### config.mk
export PLATFORM = sky130hd
export DESIGN_NAME = trap_controller
export DESIGN_NICKNAME = d
export VERILOG_FILES = /design/src/rtl/trap_controller_pkg.sv /design/src/rtl/trap_controller.sv
export SDC_FILE = /design/constraint.sdc
export NUM_CORES = 1
export LEC_CHECK = 0
export ABC_AREA = 1
export CAP_MARGIN = 20
export CORE_MARGIN = 2
export CORE_UTILIZATION = 37
export CTS_CLUSTER_DIAMETER = 150
export DETAILED_ROUTE_END_ITERATION = 6
export PLACE_DENSITY = 0.77
export SYNTH_ARGS = -nofsm -noshare
export SYNTH_HDL_FRONTEND = slang
export SYNTH_SLANG_ARGS = --single-unit
### constraint.sdc
create_clock -name clk -period 1.3 [get_ports clk]
set_input_delay 0.195 -clock clk [delete_from_list [all_inputs] [get_ports clk]]
set_output_delay 0.195 -clock clk [all_outputs]
set_load 0.03 [all_outputs]
### src/rtl/trap_controller_pkg.sv
// ============================================================================
// trap_controller_pkg : trap codes, CSR addresses, mcause values, FSM states
// Revision: 1.0
// ============================================================================
`default_nettype none

package trap_controller_pkg;

  typedef enum logic [2:0] {
    TRAP_NONE       = 3'd0,
    TRAP_ECALL      = 3'd1,
    TRAP_EBREAK     = 3'd2,
    TRAP_MRET       = 3'd3,
    TRAP_ILLEGAL    = 3'd4,
    TRAP_MISALIGNED = 3'd5
  } trap_code_e;

  localparam logic [11:0] CSR_MEPC   = 12'h341;
  localparam logic [11:0] CSR_MCAUSE = 12'h342;
  localparam logic [11:0] CSR_MTVEC  = 12'h305;

  localparam int          CAUSE_W           = 4;
  localparam logic [3:0]  MCAUSE_ECALL      = 4'd11;
  localparam logic [3:0]  MCAUSE_EBREAK     = 4'd3;
  localparam logic [3:0]  MCAUSE_ILLEGAL    = 4'd2;
  localparam logic [3:0]  MCAUSE_MISALIGNED = 4'd0;

  typedef enum logic [2:0] {
    ST_IDLE      = 3'd0,
    ST_WR_MEPC   = 3'd1,
    ST_WR_MCAUSE = 3'd2,
    ST_RD_MTVEC  = 3'd3,
    ST_RD_MEPC   = 3'd4,
    ST_DONE      = 3'd5
  } state_e;

  typedef enum logic [1:0] {
    REQ_NONE = 2'd0,
    REQ_EXC  = 2'd1,
    REQ_MRET = 2'd2
  } req_kind_e;

  // Reserved codes 6-7 fall into the default and behave as NONE.
  function automatic req_kind_e trap_kind(input logic [2:0] code);
    req_kind_e k;
    case (code)
      TRAP_ECALL, TRAP_EBREAK, TRAP_ILLEGAL, TRAP_MISALIGNED: k = REQ_EXC;
      TRAP_MRET:                                              k = REQ_MRET;
      default:                                                k = REQ_NONE;
    endcase
    return k;
  endfunction

  function automatic logic [CAUSE_W-1:0] trap_cause(input logic [2:0] code);
    logic [CAUSE_W-1:0] c;
    case (code)
      TRAP_ECALL:   c = MCAUSE_ECALL;
      TRAP_EBREAK:  c = MCAUSE_EBREAK;
      TRAP_ILLEGAL: c = MCAUSE_ILLEGAL;
      default:      c = MCAUSE_MISALIGNED;
    endcase
    return c;
  endfunction

endpackage

`default_nettype wire

### src/rtl/trap_controller.sv
// ============================================================================
// trap_controller : stalls the pipeline on exception/MRET, sequences the
//                   machine-mode CSR accesses and issues the PC redirect.
// Revision: 1.0
// ============================================================================
`default_nettype none

module trap_controller
  import trap_controller_pkg::*;
#(
  parameter int XLEN = 32
) (
  input  logic            clk,
  input  logic            reset,
  input  logic [2:0]      trap_status,
  input  logic [XLEN-1:0] EX_pc,
  input  logic [XLEN-1:0] csr_read_data,
  output logic [11:0]     csr_read_address,
  output logic            csr_write_enable,
  output logic [11:0]     csr_write_address,
  output logic [XLEN-1:0] csr_write_data,
  output logic            trap_done,
  output logic            pc_redirect,
  output logic [XLEN-1:0] trap_target
);

  localparam logic [XLEN-1:0] C_ALIGN_MASK = {{(XLEN-2){1'b1}}, 2'b00};

  state_e             state_q, state_d;
  logic [XLEN-1:0]    epc_q, epc_d;
  logic [CAUSE_W-1:0] cause_q, cause_d;
  logic [XLEN-1:0]    target_q, target_d;
  req_kind_e          w_kind;

  assign w_kind = trap_kind(trap_status);

  always_ff @(posedge clk or negedge reset) begin
    if (!reset) begin
      state_q  <= ST_IDLE;
      epc_q    <= '0;
      cause_q  <= '0;
      target_q <= '0;
    end else begin
      state_q  <= state_d;
      epc_q    <= epc_d;
      cause_q  <= cause_d;
      target_q <= target_d;
    end
  end

  always_comb begin
    state_d           = state_q;
    epc_d             = epc_q;
    cause_d           = cause_q;
    target_d          = target_q;
    csr_read_address  = '0;
    csr_write_enable  = 1'b0;
    csr_write_address = '0;
    csr_write_data    = '0;
    trap_done         = 1'b0;
    pc_redirect       = 1'b0;
    trap_target       = '0;

    case (state_q)
      ST_IDLE: begin
        // Combinational so the stall begins in the detect cycle; masked in reset.
        trap_done = !reset || (w_kind == REQ_NONE);
        if (w_kind == REQ_EXC) begin
          epc_d   = EX_pc;
          cause_d = trap_cause(trap_status);
          state_d = ST_WR_MEPC;
        end else if (w_kind == REQ_MRET) begin
          state_d = ST_RD_MEPC;
        end
      end
      ST_WR_MEPC: begin
        csr_write_enable  = 1'b1;
        csr_write_address = CSR_MEPC;
        csr_write_data    = epc_q;
        state_d           = ST_WR_MCAUSE;
      end
      ST_WR_MCAUSE: begin
        csr_write_enable  = 1'b1;
        csr_write_address = CSR_MCAUSE;
        csr_write_data    = {{(XLEN-CAUSE_W){1'b0}}, cause_q};
        state_d           = ST_RD_MTVEC;
      end
      ST_RD_MTVEC: begin
        // Direct mode only: mtvec mode bits are discarded.
        csr_read_address = CSR_MTVEC;
        target_d         = csr_read_data & C_ALIGN_MASK;
        state_d          = ST_DONE;
      end
      ST_RD_MEPC: begin
        csr_read_address = CSR_MEPC;
        target_d         = csr_read_data & C_ALIGN_MASK;
        state_d          = ST_DONE;
      end
      ST_DONE: begin
        trap_done   = 1'b1;
        pc_redirect = 1'b1;
        trap_target = target_q;
        state_d     = ST_IDLE;
      end
      default: begin
        state_d = ST_IDLE;
      end
    endcase
  end

endmodule

`default_nettype wire
==> results.cfg, run 1 <==
[outcome]
outcome = finished, violations left
violations = setup timing

[timing]
setup_violations = 142
setup_ws_ns = -0.3814
hold_violations = 0
period_minus_slack_ns = 1.681
worst_pin_slew_ns = 0.8455
grt_setup_unrepaired = yes
slew_headroom_pct = 43.63
tns_ns = -34.00
final.period_utilization_pct = 129.3
finalClockSkew_ns = 0.01408
fmax_ghz = 0.5947
slew_viol_final = 0

[synth]
synth_top_cells_by_count = 88 x nand2_1, 74 x inv_1, 68 x dfrtp_1
synth_flop_cell = dfrtp_1
yosysSeqAreaShare_pct = 51.97
synth_seq_cells = 68
synthTopCellsByArea = dfrtp_1 52%, nand2_1 10%, inv_1 8.5%
yosys.area.top_type = dfrtp_1
synthSimpleGateAreaFrac_pct = 20.06
muxShareOfSynthArea_pct = 0
synthXorXnorAreaFrac_pct = 0
yosys.area.top_type_share_pct = 51.97
synth_async_sr_flop_share_pct = 100.0
yosys.area_share.adder_pct = 0.7642
postSynthCellCount = 416
synth-edff-count = 0
yosysMostFrequentCell = nand2_1
ys_warn_count = 0
synth_compound_area_share_pct = 9.782
syn-cell-area_um2 = 3274
avgSynthCellArea_um2 = 7.871
synth_top_family_by_area = simple AND/OR/NAND/NOR gates
ys_types = 18

[setup_path]
critPathCaptureType = output port
crit_fanout = 8
worstPathRequired_ns = 1.11
worst_ep_arrival_time_ns = 1.49
worst_setup_path_start_kind = flop
critPathKind = reg2out

[cts]
clock_sinks = 68
cts_buffer_depth = 2
clkLatencyLatePin_ns = 0.33
cts_buffers = 9
cts_root_buf = clkbuf_8
cts_tree = yes
postCtsHoldBufs = 0
htree_levels = 3
path_clk_slew_ns = 0.08

[floorplan]
ios = 160
core_region_area_um2 = 8636
die_area_um2 = 9618
die_y_um = 98.07
placementRows = 34
die_w_um = 98.07
start_util_pct = 37.92

[finish]
drive_above_1_share_pct = 35.89
area_growth_pct = 78.75
finish.net_count = 665

[global_route]
grt_max_degree = 69
antenna_found_initial = 1
grt_use_total_pct = 20.32
grt-ovfl-total = 0
grt_pass1_vias = 3349
grt_first_pass_wirelength_um = 15680

[pwr]
vdd_ir_drop_max_mv = 1.296
power_density_nw_per_um2 = 2274
p_leak_uw = 0.002817
fin_total_pwr_uw = 13310

[detailed_routing]
dr.pass1.iters = 4
route.vias.total = 3196
ant_nets = 0
drt_first_iter_violations = 92
viasPerCell = 4.514
drc_errors = 0
routed_wl_um = 10200
post_drt_wl_per_cell_um = 14.40

[run]
cap_violations = 0

[min_path]
hold_class = in2async

[place]
hpwl_um = 5999
gp_congestion = 0.7804
io_buffers = 141
## cells in the final DEF, fill, tap and decap left out, drive strengths merged
master | netlist | final
a21oi | 1 | 1
buf | 39 | 126
bufbuf | 0 | 1
bufinv | 0 | 1
clkbuf | 1 | 12
clkdlybuf4s50 | 0 | 62
clkinv | 0 | 4
clkinvlp | 0 | 1
conb | 1 | 16
dfrtp | 68 | 68
diode | 0 | 1
ha | 2 | 2
inv | 75 | 76
nand2 | 89 | 89
nand3 | 9 | 9
nor2 | 68 | 68
o21ai | 63 | 63
## sequential cells by signal, summed over array words and instances (netlist names)
name	cells
cause_q	3
epc_q	32
state_q	3
target_q	30
## worst paths after layout
path | from | endpoint | slack (ns) | cells past startpoint
setup reg to reg | state_q[1] | epc_q[10] | -0.26 | 9
hold reg to reg | cause_q[3] | cause_q[3] | 0.50 | 2
setup / recovery | state_q[2] | csr_write_data[6] | -0.38 | 6
max in group asynchronous | reset | state_q[0] | 0.66 | 2
hold / removal | reset | state_q[0] | 0.07 | 2
min in group clk | trap_status[0] | cause_q[3] | 0.22 | 3
## power breakdown
part           total [µW]  internal, µW  switching [µW]
clock network        1700           886             815
registers            3510          3150             358
logic                8100          3490            4610
total               13300          7530            5780
## kinds of logic (layout without fill, tap and decap cells)
kind of cell / after synthesis / count (layout)
AND/OR/NAND/NOR: 166 / 166
buffers and inverters: 115 / 283
flip-flops: 68 / 68
AO/OA/AOI/OAI: 64 / 64
adder cells (fa/ha/maj): 2 / 2
other: 1 / 17
## worst max-delay path: stages (launching register included)
cell and delay, ns:
dfrtp_1 0.40, inv_2 0.10, nand3_4 0.12, buf_6 0.15, buf_12 0.15, nor2_4 0.10, buf_6 0.14
## timing repair
action                                  CTS  global route
endpoints found under the setup margin  142           142
hold endpoints to repair                  0             0
gates cloned                              9             2
gates resized for setup                  85            49
buffers inserted                         15             4
pin swaps                                 6             8
## per-stage QoR
step,hold WS [ns],std cells,setup WS [ns],utilization [%],instance area [µm²]
floorplan,-0.1006,431,-0.1078,-,3606
global placement,0.4580,663,-0.6057,56.65,4892
detailed placement,0.4630,663,-0.6460,56.65,4892
CTS,0.09726,703,-0.3744,66.17,5714
global route,0.1467,708,-0.4424,67.78,5853
finish,0.07349,708,-0.3814,67.78,5853
## area by class of cell
cell class                 instances  area (µm²)
multi-input combinational        248        1450
clock buffer                      10       127.6
fill                             656        2783
timing repair buffer             191        2054
inverter                          75       306.5
antenna                            1       2.502
sequential                        68        1703
timing repair inverter             1       8.758
clock inverter                     6       65.06
tap                              108       135.1
## layer usage
metal / GRT usage, % / vias to the layer above / share of wire, %
met5: 0 / - / 0
met2: 36.20 / 106 / 53
li1: - / 1562 / -
met3: 3.006 / 32 / 4.3
met1: 23.96 / 1496 / 39
met4: 9.722 / 0 / 4.2
Power figures use the tool's default switching activity.
==> run 2: changes to the inputs <==
Settings changed: CORE_UTILIZATION 37 to 30, GPL_TIMING_DRIVEN set to 0, PLACE_DENSITY 0.77 to not set.
Clock period 1.3 ns to 1.5 ns, I/O delays scaled along.
==> run 2 against run 1 <==
The run ends with hold timing, setup timing left. Wire length decreased by 9.9%. Total power decreased by 22%. Global-route usage decreased by 4.6 points. Hold slack got worse by 0.19 ns. Count of clock-buffer cells in the layout increased by 2. Critical path depth unchanged. Sequential cell count unchanged. Via count decreased by 4.9%. Design area decreased by 5.9%. Sequential power decreased by 14%. Register-to-register slack improved by 0.35 ns. Combinational power decreased by 28%. Largest cell class unchanged.
==> results.cfg, run 2 (same netlist as run 1, synthesis figures left out) <==
[setup_path]
worstPathRequired_ns = 1.27
timing.rr.end = target_q[7]
critPathCaptureType = output port
critPathKind = reg2out
cp_cell_sequence = buf_4 > nand3_4 > nand2_4 > buf_8 > buf_4 > buf_4
crit_slowest_cell = dfrtp_2
r2r_slack_ns = 0.09
worst_ep_arrival_time_ns = 1.53
cp_common_cell = buf_4
cpPeakStageDelay_ns = 0.47
reg2reg_from = state_q[0]
worst_setup_path_start_kind = flop
crit_fanout = 12
rr_worst_depth = 7

[detailed_routing]
drt_first_iter_violations = 98
ant_nets = 0
routed_wl_um = 9184
viasPerCell = 4.094
dr.pass1.iters = 5
post_drt_wl_per_cell_um = 12.38
drc_errors = 0
route.vias.total = 3038

[finish]
largest_reg_flops = 32
finish.net_count = 668
fill_cells = 1099
regMostFlops = epc_q
instances_no_fill = 742
area_growth_pct = 68.25
mostFrequentLayoutCell = nand2_1
n_antenna_cell = 0
drive_above_1_share_pct = 35.71
top_regs = epc_q (32), target_q (30)
final_cell_mix = 84 x nand2_1, 75 x buf_4, 68 x inv_1

[cts]
cts_buffer_depth = 2
htree_levels = 3
cts_buffers = 9
postCtsHoldBufs = 0
cts_root_buf = clkbuf_8
clkLatencyLatePin_ns = 0.34
cts_tree = yes
path_clk_slew_ns = 0.08
clock_sinks = 68

[global_route]
grt-ovfl-total = 0
grt_max_degree = 70
grt_first_pass_wirelength_um = 14390
antenna_found_initial = 0
grt_pass1_vias = 2968
grt_use_total_pct = 15.68

[floorplan]
ios = 160
die_y_um = 108.5
die_w_um = 108.5
start_util_pct = 30.47
core_region_area_um2 = 10750
die_area_um2 = 11770
placementRows = 38

[min_path]
hold_class = in2async

[timing]
grt_setup_unrepaired = yes
final.period_utilization_pct = 117.1
slew_viol_final = 0
worst_pin_slew_ns = 0.6302
slew_headroom_pct = 57.99
hold_violations = 68
finalClockSkew_ns = 0.009516
hold_slack_ns = -0.1125
setup_ws_ns = -0.2565
setup_violations = 73
period_minus_slack_ns = 1.757
fmax_ghz = 0.5693

[place]
dp_cells = 712
place_ws_ns = -1.009
hpwl_um = 6422
gp_congestion = 0.7750
io_buffers = 141

[pwr]
internal-power_uw = 5874
sw_frac_of_total_pct = 43.54
vdd_ir_drop_max_mv = 0.7886
comb_power_share_pct = 56.2
switchingPower_uw = 4530
p_leak_uw = 0.002729
power_density_nw_per_um2 = 1889
pwr-share-seq_pct = 29.0
pwr-share-clk_pct = 14.8

[outcome]
violations = hold timing, setup timing
outcome = finished, violations left

[run]
cap_violations = 0
## run 2: power by group through the flow
stage          Sequential (µW)  Combinational, µW  Clock, µW
2_1_floorplan             2970               3330          0
3_3_place_gp              3020               5010          0
3_5_place_dp              3040               5080          0
4_1_cts                   3020               5520       1590
5_1_grt                   3120               6440       1690
6_report                  3020               5850       1540
## run 2: final cells by class
class / instances / area (µm²) / area share, %
sequential: 68 / 1704 / 30.93
timing repair buffer: 155 / 1444 / 26.21
multi-input combinational: 248 / 1345 / 24.42
buffer: 40 / 356.6 / 6.473
inverter: 75 / 281.5 / 5.110
tap: 140 / 175.2 / 3.180
clock buffer: 12 / 155.1 / 2.816
clock inverter: 4 / 47.55 / 0.8630
## run 2: through the flow
step / instance area, µm² / power (µW) / TNS, ns / utilization, % / hold WS, ns
6_report: 5509 / 10400 / -13.87 / 51.27 / -0.1125
5_1_grt: 5509 / 11250 / -20.89 / 51.27 / -0.07797
4_1_cts: 5261 / 10120 / -13.98 / 48.96 / 0.03539
3_5_place_dp: 4987 / 8118 / -67.44 / 46.41 / 0.4061
3_3_place_gp: 4990 / 8028 / -218.01 / 46.44 / 0.4638
2_1_floorplan: 3403 / 6294 / -0.1004 / - / -0.07059
## run 2: repair_timing
item	4_1_cts	5_1_grt
pin swaps	4	1
buffers inserted	8	4
endpoints found under the hold margin	0	68
resized for setup	510	60
cloned	0	2
endpoints found under the setup margin	112	135
## run 2: how the worst max path moves through the flow
| stage | from | end | cells after the start |
|---|---|---|---|
| after floorplan | state_q[2] | csr_write_data[0] | 5 |
| after global placement | reset | trap_done | 5 |
| after detailed placement | trap_status[1] | trap_done | 9 |
| after CTS | state_q[1] | csr_write_address[8] | 6 |
| after global routing | state_q[0] | csr_read_address[9] | 6 |
| final | state_q[0] | csr_read_address[8] | 6 |
## run 2: worst max-delay path: cells and delay by family (launching register included)
family | cells | cell delay (ns)
buf+inv | 4 | 0.57
simple gates | 2 | 0.15
flops | 1 | 0.47
## run 2: routing by layer
metal  track usage [%]  wire length, µm  vias up
met3             3.737              444        7
li1                  -                -     1563
met4             4.670              103        0
met5                 0                0        -
met2             26.38             4608       81
met1             19.98             4028     1387
